--- config.mk ---
export PLATFORM = sky130hd
export DESIGN_NAME = serial_subtractor_flat
export DESIGN_NICKNAME = d
export VERILOG_FILES = /design/src/rtl/serial_subtractor_if.sv /design/src/rtl/serial_subtractor.sv /design/src/flat_wrapper.sv
export SDC_FILE = /design/constraint.sdc
export NUM_CORES = 1
export LEC_CHECK = 0
export BUFFER_PORTS_ARGS = -buffer_cell sky130_fd_sc_hd__buf_2
export CAP_MARGIN = 20
export CORE_MARGIN = 10
export CORE_UTILIZATION = 45
export DETAILED_ROUTE_END_ITERATION = 8
export GPL_TIMING_DRIVEN = 0
export PLACE_DENSITY = 0.67
export SYNTH_ARGS = -nofsm -noshare
export SYNTH_HDL_FRONTEND = slang
export SYNTH_SLANG_ARGS = --single-unit
--- constraint.sdc ---
create_clock -name clk -period 2.07 [get_ports clk]
set_input_delay 0.3105 -clock clk [delete_from_list [all_inputs] [get_ports clk]]
set_output_delay 0.3105 -clock clk [all_outputs]
set_load 0.05 [all_outputs]
--- src/rtl/serial_subtractor_if.sv ---
// Operand/result bundle for serial_subtractor.
// Handshake: start is sampled only while busy is low. done pulses for one cycle when diff/bout update.
interface serial_subtractor_if #(
    parameter int WIDTH = 8
);
    logic             start;
    logic [WIDTH-1:0] a;
    logic [WIDTH-1:0] b;
    logic             bin;
    logic             busy;
    logic             done;
    logic [WIDTH-1:0] diff;
    logic             bout;
    logic [1:0]       dbg_state;

    modport master (
        output start, a, b, bin,
        input  busy, done, diff, bout, dbg_state
    );

    modport slave (
        input  start, a, b, bin,
        output busy, done, diff, bout, dbg_state
    );
endinterface

--- src/rtl/serial_subtractor.sv ---
// Bit-serial a - b - bin, LSB first, through one full-subtract cell with a registered borrow.
// Takes WIDTH shift cycles plus one DONE cycle per operation.
module serial_subtractor #(
    parameter int WIDTH = 8
) (
    input  logic                clk,
    input  logic                rst,
    serial_subtractor_if.slave  bus
);
    localparam int CW = $clog2(WIDTH) + 1;
    localparam logic [CW-1:0] LAST = CW'(WIDTH - 1);

    typedef enum logic [1:0] {
        S_IDLE  = 2'd0,
        S_SHIFT = 2'd1,
        S_DONE  = 2'd2
    } state_t;

    state_t           state_q, state_d;
    logic [WIDTH-1:0] a_sr_q, a_sr_d;
    logic [WIDTH-1:0] b_sr_q, b_sr_d;
    logic [WIDTH-1:0] work_q, work_d;
    logic [WIDTH-1:0] diff_q, diff_d;
    logic             br_q, br_d;
    logic             bout_q, bout_d;
    logic [CW-1:0]    cnt_q, cnt_d;

    logic             a0, b0;
    logic             bit_diff;
    logic             bit_borrow;
    logic [WIDTH-1:0] work_shift;

    always_ff @(posedge clk or posedge rst) begin
        if (rst) begin
            state_q <= S_IDLE;
        end else begin
            state_q <= state_d;
        end
    end

    always_comb begin
        state_d = state_q;
        case (state_q)
            S_IDLE:  if (bus.start) state_d = S_SHIFT;
            S_SHIFT: if (cnt_q == LAST) state_d = S_DONE;
            S_DONE:  state_d = S_IDLE;
            default: state_d = S_IDLE;
        endcase
    end

    always_comb begin
        bus.busy      = (state_q != S_IDLE);
        bus.done      = (state_q == S_DONE);
        bus.diff      = diff_q;
        bus.bout      = bout_q;
        bus.dbg_state = state_q;
    end

    // Full-subtract cell on the current LSBs; the difference bit enters work_q at the MSB.
    always_comb begin
        a0         = a_sr_q[0];
        b0         = b_sr_q[0];
        bit_diff   = a0 ^ b0 ^ br_q;
        bit_borrow = (~a0 & b0) | (~(a0 ^ b0) & br_q);
        work_shift = {bit_diff, work_q[WIDTH-1:1]};
    end

    always_comb begin
        a_sr_d = a_sr_q;
        b_sr_d = b_sr_q;
        work_d = work_q;
        diff_d = diff_q;
        br_d   = br_q;
        bout_d = bout_q;
        cnt_d  = cnt_q;
        case (state_q)
            S_IDLE: begin
                if (bus.start) begin
                    a_sr_d = bus.a;
                    b_sr_d = bus.b;
                    br_d   = bus.bin;
                    cnt_d  = '0;
                end
            end
            S_SHIFT: begin
                a_sr_d = a_sr_q >> 1;
                b_sr_d = b_sr_q >> 1;
                work_d = work_shift;
                br_d   = bit_borrow;
                cnt_d  = cnt_q + 1'b1;
                if (cnt_q == LAST) begin
                    diff_d = work_shift;
                    bout_d = bit_borrow;
                end
            end
            default: ;
        endcase
    end

    always_ff @(posedge clk or posedge rst) begin
        if (rst) begin
            a_sr_q <= '0;
            b_sr_q <= '0;
            work_q <= '0;
            diff_q <= '0;
            br_q   <= 1'b0;
            bout_q <= 1'b0;
            cnt_q  <= '0;
        end else begin
            a_sr_q <= a_sr_d;
            b_sr_q <= b_sr_d;
            work_q <= work_d;
            diff_q <= diff_d;
            br_q   <= br_d;
            bout_q <= bout_d;
            cnt_q  <= cnt_d;
        end
    end
endmodule

--- src/flat_wrapper.sv ---
// flat-port wrapper written by rule: the top's interface ports become plain ports
module serial_subtractor_flat 
#(
    parameter int WIDTH = 8
)
  (clk, rst, bus_start, bus_a, bus_b, bus_bin, bus_busy, bus_done, bus_diff, bus_bout, bus_dbg_state);
  serial_subtractor_if #(.WIDTH(WIDTH)) bus_i ();
  input  logic clk;
  input  logic rst;
  input wire logic [$bits(bus_i.start)-1:0] bus_start;
  input wire logic [$bits(bus_i.a)-1:0] bus_a;
  input wire logic [$bits(bus_i.b)-1:0] bus_b;
  input wire logic [$bits(bus_i.bin)-1:0] bus_bin;
  output wire logic [$bits(bus_i.busy)-1:0] bus_busy;
  output wire logic [$bits(bus_i.done)-1:0] bus_done;
  output wire logic [$bits(bus_i.diff)-1:0] bus_diff;
  output wire logic [$bits(bus_i.bout)-1:0] bus_bout;
  output wire logic [$bits(bus_i.dbg_state)-1:0] bus_dbg_state;
  assign bus_i.start = bus_start;
  assign bus_i.a = bus_a;
  assign bus_i.b = bus_b;
  assign bus_i.bin = bus_bin;
  assign bus_busy = bus_i.busy;
  assign bus_done = bus_i.done;
  assign bus_diff = bus_i.diff;
  assign bus_bout = bus_i.bout;
  assign bus_dbg_state = bus_i.dbg_state;
  serial_subtractor #(.WIDTH(WIDTH)) u_core (.clk(clk), .rst(rst), .bus(bus_i));
endmodule
### Word level (Yosys, flattened, before mapping)

Cells that the tools add are included.
Widths: inputs -> output; s select.

* bits in registers: 40
* input bits: 20
* output and inout bits: 13
* logic and storage cells: 38

* add/subtract/negate cells: 1
* equal/unequal tests: 5
* multiplexer cells: 11
* bitwise gates (word level): 7
* reductions and logical operators: 6

Operators by type and width (count)
* $pmux 8 s2: 2
* $mux 8: 2
* $pmux 4 s2: 1
* $reduce_and 2->1: 3
* $add 4x1->4 const B: 1
* $eq 4x3->1 const B: 1
* $mux 2: 2
* $mux 4: 1
* $pmux 2 s2: 1
* $reduce_bool 2->1: 2
* $and 1x1->1: 2
* $eq 2x1->1 const B: 1
* $eq 2x2->1 const B: 1
* $logic_not 2->1: 1
* $ne 2x1->1 const B: 1
* $ne 2x2->1 const B: 1
* $not 1->1: 2
* $pmux 1 s2: 1
* $xor 1x1->1: 2
* $mux 1: 1
* $or 1x1->1: 1

### Longest topological paths before layout

Gate-level depths: netlist (run 1).

* word-level depth: 5
* depth in mapped cells: 5

### Least setup slack after synthesis (run 1)

OpenSTA, ideal clock, no wires.

* path kind: register to output
* from: reg u_core.state_q[0], in the netlist u_core.bus.dbg_state[0]
* to: out bus_done
* arrival: 1.714 ns
* required time: 1.760 ns
* setup slack: 0.046 ns
* stages on the path, launching flop included: 4
* cells stage by stage: dfrtp_1 > clkbuf_1 > buf_2 > nor2b_1

* longest elaborated chain between the ends: 1

RTL lines
* start: declaration: line serial_subtractor.sv:19 `state_t state_q, state_d;`
* start signal: assignment: line serial_subtractor.sv:37 `state_q <= state_d;`
* $eq 2x2->1: line serial_subtractor.sv:53 `bus.done = (state_q == S_DONE);`
* end: declaration: line flat_wrapper.sv:15 `output wire logic [$bits(bus_i.done)-1:0] bus_done;`

Every way passes these cells.

### Worst setup path after layout (run 1)

Same ends and word-level chain as after synthesis.

==> impl_results.md, run 1 <==
* Avg Inst Size Synth at 11.1 um^2
* Share of the synthesized area in the top cell type at 0.568
* PortBufs at 32
* Setup-failing EPs final at 0
* Endpoints failing hold at 0
* Tmin final at 1.93 ns
* CTS Hold Buffers Added at 0
* Final net count at 216
* Crit start category: flip-flop
* CP Cell Sequence: clkbuf_1 > buf_2 > nor2b_1 > buf_2
* Row cnt at 22
* Final clock period utilization by the worst path at 0.932
* Post-Syn Area at 0.00172 mm^2
* Antenna violations before repair at 0
* Hold Crit Class: in -> async
* Worst-Skew Late Latency at 0.29 ns
* Max transition margin at 0.476
* PostCTS Resize Cnt at 0
* Worst Slack Setup Final at 0.141 ns
* CP top delay family: buffers and inverters
* TritonCTS clock tree: built
* Leakage at 0.975 nW
* Worst Tran Pin Value at 0.785 ns
* Fin. max-slew vios at 0
* DIE AREA at 0.00669 mm^2
* Vias at 1244
* Proportion of layout cells with a drive suffix above 1 at 0.308
* Flops & latches, synth at 39
* Maximum clock rate at 519 MHz
* Most frequent cell on the critical path: buf_2
* Drt wl/cell at 14.1 um
* DR pass1 iterations at 4
* CP max-delay cell: dfrtp_1
* Worst EP arrival at 1.62 ns
* Clk root buf: clkbuf_8
* Area of the core at 0.00369 mm^2
* Most frequent cells in the layout: dfrtp_1, buf_2, nand2_1
* Setup WS pre-CTS at 0.409 ns
* Initial core utilization at 0.466
* First-pass GRT wire length at 5880 um
* Vias per cell at 5.12
* Pwr/cell area at 1640 mW/mm^2
* GRT overflow at 0
* Register area share after synthesis at 0.568
* Gpl congestion at 0.809
* Clock sink total at 39
* Skew final at 0.00696 ns
* Buffers inserted by post-CTS timing repair at 0
* Detailed Route WL at 3420 um
* Leading area contributor after synthesis: dfrtp_1
* Met1 WL at 1460 um
* Longest Clk Path Bufs at 2
* Count of mapped cells out of synthesis at 155
* Inserted Diodes at 0
* DR WL met3 at 258 um
* Die height at 81.8 um
* Met2 WL at 1650 um
* Top Metal Used: met4
* H-tree levels at 2
* Reg-to-reg slack, setup at 0.44 ns
* GRT Resource Usage Total at 0.112
* # IOs at 33
* Clk slew on worst S/H paths at 0.07 ns
* Kind of critical path: reg -> out
* Vias in the first global route at 1306
* Initial DRC Count at 48
* Leading cell type in the layout, fill and taps excluded: dfrtp_1
* Final ANT Viol Nets at 0
* Setup TNS at 0 ns
* Largest net degree at the start of global routing at 40
* Buffer and inverter count on the worst path at 3
* Post-Syn Nets at 177
* Setup crit end kind: output pin
* Yosys cell types at 25
* Synthesis-to-layout area growth at 18.6%
* Unrepaired setup endpoints after global routing: false
* Worst EP required at 1.76 ns
* Maximum VDD drop at 0.000552 V
* Slowest cell delay on critical path at 0.46 ns
* Cts bufs inserted at 5
* Status: finished clean
* Max-cap viol count at 0
* Critical Path Fanout Max at 10
* DRC at 0
* Die X at 81.8 um
* Final HPWL DP at 2580 um
* Area contributors post-synth: dfrtp_1, mux2_2, o21ai_0
* Synth Warn # at 0
final timing paths:
kind | startpoint | endpoint | depth (start not counted)
setup / recovery | u_core.bus.dbg_state[0] | bus_done | 4
max in group asynchronous | rst | u_core.bus.dbg_state[1] | 2
hold / removal | rst | u_core.br_q | 2
setup reg to reg | u_core.cnt_q[0] | u_core.bus.diff[4] | 4
hold reg to reg | u_core.b_sr_q[0] | u_core.b_sr_q[0] | 2
min in group clk | bus_a[7] | u_core.a_sr_q[7] | 3
per-layer routing:
metal / vias to the layer above / GRT usage
met4: 0 / 0.0357
met3: 6 / 0.0480
met2: 34 / 0.193
met5: - / 0
met1: 591 / 0.121
li1: 613 / -
cells by family (layout without fill, tap and decap cells):
family,after synthesis,after routing,synth area share
fa+ha+maj,2,2,0.0189
flops,39,39,0.568
mux,17,17,0.110
simple gates,43,43,0.142
buf+inv,15,55,0.0342
compound gates,39,39,0.127
final cells by class:
cell class	count	area, um^2
fill	343	1650
tap	48	60.1
timing repair buffer	32	160
sequential	39	976
buffer	9	36.3
multi-input combinational	101	684
clock buffer	8	100
inverter	6	22.5
through the flow:
step / power (mW) / cell area, um^2 / hold slack [ns] / cells / util
2_1_floorplan: 2.47 / 1720 / 0.450 / 155 / -
3_3_place_gp: 2.78 / 1940 / 0.466 / 235 / 0.526
3_5_place_dp: 2.84 / 1940 / 0.474 / 235 / 0.526
4_1_cts: 3.40 / 2040 / 0.199 / 243 / 0.553
5_1_grt: 3.58 / 2040 / 0.246 / 243 / 0.553
6_report: 3.34 / 2040 / 0.167 / 243 / 0.553
synth_stat cells, drive strengths merged:
cell and n:
buf 2, fa 1, a2bb2oi 1, nor2b 3
inv 6, mux2 15, nand2b 2, clkbuf 7
nor3 1, nand3 2, dfrtp 39, mux2i 2
o21bai 1, and3b 10, o311ai 1, or2 1
nand2 23, a22o 1, nor2 1, a21oi 12
ha 1, a22oi 4, o21ai 19
flip-flops by register name (all words and copies together), names as in the netlist:
| register | count |
|---|---|
| u_core.bus.dbg_state | 2 |
| u_core.bus.bout | 1 |
| u_core.bus.diff | 8 |
| u_core.a_sr_q | 8 |
| u_core.br_q | 1 |
| u_core.work_q | 7 |
| u_core.b_sr_q | 8 |
| u_core.cnt_q | 4 |
report_power, final:
group / total (mW) / internal [mW] / switching, mW
clock: 0.548 / 0.304 / 0.245
sequential: 1.31 / 1.10 / 0.208
combinational: 1.48 / 0.556 / 0.925
total: 3.34 / 1.96 / 1.38
No activity file was read; power rests on OpenSTA's default activity.
==> run 2: changes to the inputs <==
--- a/config.mk
+++ b/config.mk
@@ -10,8 +10,8 @@
 export CORE_MARGIN = 10
 export CORE_UTILIZATION = 45
 export DETAILED_ROUTE_END_ITERATION = 8
-export GPL_TIMING_DRIVEN = 0
-export PLACE_DENSITY = 0.67
+export GPL_TIMING_DRIVEN = 1
+export PLACE_DENSITY_LB_ADDON = 0.12
 export SYNTH_ARGS = -nofsm -noshare
 export SYNTH_HDL_FRONTEND = slang
 export SYNTH_SLANG_ARGS = --single-unit
==> impl_results.md, run 2 (synthesis results as in run 1) <==
* Critical Path Fanout Max at 34
* Skew final at 0.00382 ns
* DIE AREA at 0.00669 mm^2
* Final net count at 213
* Worst-Skew Late Latency at 0.28 ns
* CP max-delay cell: dfrtp_1
* Worst EP required at 1.76 ns
* Endpoints failing hold at 0
* Final clock period utilization by the worst path at 0.852
* Longest Clk Path Bufs at 2
* Max-cap viol count at 0
* Setup-failing EPs final at 0
* Antenna violations before repair at 0
* Max transition margin at 0.633
* H-tree levels at 2
* WHS at 0.0670 ns
* Cell internal pwr at 1.97 mW
* Gate power share at 0.448
* Gpl congestion at 0.743
* Final ANT Viol Nets at 0
* FF-to-FF path depth at 3
* Row cnt at 22
* Reg-to-reg slack, setup at 0.39 ns
* P_sw at 1.37 mW
* Register area at 976 um^2
* CP Cell Sequence: buf_4 > or2_2 > buf_2
* TritonCTS clock tree: built
* Pwr/cell area at 1630 mW/mm^2
* Clk slew on worst S/H paths at 0.07 ns
* Maximum clock rate at 567 MHz
* Worst EP arrival at 1.45 ns
* Initial core utilization at 0.466
* Net Sw Frac at 0.410
* Status: finished clean
* Synthesis-to-layout area growth at 19.1%
* Proportion of layout cells with a drive suffix above 1 at 0.328
* Area of the multi-input gates at 684 um^2
* Die height at 81.8 um
* R2R Path Start: u_core.bus.dbg_state[1]
* PortBufs at 32
* Clk root buf: clkbuf_8
* Sequential Power Share at 0.389
* GRT overflow at 0
* Most frequent cells in the layout: dfrtp_1, buf_2, nand2_1
* PostCTS Resize Cnt at 0
* Largest net degree at the start of global routing at 35
* Detailed Route WL at 3370 um
* Final HPWL DP at 2470 um
* First-pass GRT wire length at 5730 um
* Setup TNS at 0 ns
* Slowest cell delay on critical path at 0.39 ns
* Kind of critical path: reg -> out
* Maximum VDD drop at 0.000747 V
* Post-layout util at 0.555
* Fill cells at 353
* Leakage at 0.990 nW
* Buffers inserted by post-CTS timing repair at 0
* Vias at 1226
* Leading cell type in the layout, fill and taps excluded: dfrtp_1
* Drt wl/cell at 14.0 um
* Worst Tran Pin Value at 0.550 ns
* Initial DRC Count at 30
* GRT Resource Usage Total at 0.108
* Total power at 3.33 mW
* Area of the core at 0.00369 mm^2
* Tmin final at 1.76 ns
* CTS Hold Buffers Added at 0
* Fin. max-slew vios at 0
* Die X at 81.8 um
* DRC at 0
* DR pass1 iterations at 4
* Hold Crit Class: in -> async
* Crit start category: flip-flop
* Clock share of power at 0.163
* Vias in the first global route at 1257
* Clock sink total at 39
* Inserted Diodes at 0
* Vias per cell at 5.11
* # IOs at 33
* Cts bufs inserted at 5
* Setup crit end kind: output pin
* FF-to-FF End: u_core.bus.diff[3]
* Unrepaired setup endpoints after global routing: false
## run 2: cell types whose count changed in the layout (fill, tap and decap cells not counted)
cell / before / now
buf_4: 0 / 6
buf_2: 34 / 32
inv_2: 1 / 0
inv_1: 5 / 6
clkbuf_1: 8 / 1
## run 2: how the worst max path moves through the flow
stage	start	cells past startpoint	end
after global placement	u_core.bus.dbg_state[1]	3	u_core.bus.diff[7]
final	u_core.bus.dbg_state[0]	3	bus_busy
after floorplan	u_core.bus.dbg_state[0]	3	bus_done
after global routing	u_core.bus.dbg_state[0]	3	bus_busy
after CTS	u_core.bus.dbg_state[0]	3	bus_busy
after detailed placement	u_core.bus.dbg_state[1]	3	u_core.bus.diff[7]
## run 2: power groups by stage
| stage | Combinational, mW | Sequential [mW] | Clock, mW |
|---|---|---|---|
| 2_1_floorplan | 0.835 | 1.63 | 0 |
| 3_3_place_gp | 1.48 | 1.30 | 0 |
| 3_5_place_dp | 1.52 | 1.31 | 0 |
| 4_1_cts | 1.52 | 1.30 | 0.564 |
| 5_1_grt | 1.65 | 1.35 | 0.597 |
| 6_report | 1.49 | 1.30 | 0.544 |
## run 2: critical path: cells and delay by family (launching register included)
kind / cells / cell delay (ns)
buffers and inverters: 2 / 0.44
AND/OR/NAND/NOR: 1 / 0.33
flip-flops: 1 / 0.39
## run 2: metal layers
metal | track usage | up-vias | part of all wire
li1 | - | 605 | -
met1 | 0.141 | 591 | 0.44
met2 | 0.165 | 26 | 0.49
met3 | 0.0371 | 4 | 0.063
met4 | 0.0357 | 0 | 0.0080
met5 | 0 | - | 0
## run 2: area by class of cell
cell class,instances,area share
flip-flops and latches,39,0.476
multi-input cells,101,0.334
repair buffers,38,0.100
clock buffers,8,0.0489
well taps,48,0.0293
inverters,6,0.0110
## run 2: stage by stage
step                std cells  worst slack, ns  cell area, um^2
floorplan                 155           0.0459             1720
global placement          232            0.434             1950
detailed placement        232            0.377             1950
CTS                       240            0.293             2050
global route              240            0.241             2050
finish                    240            0.307             2050
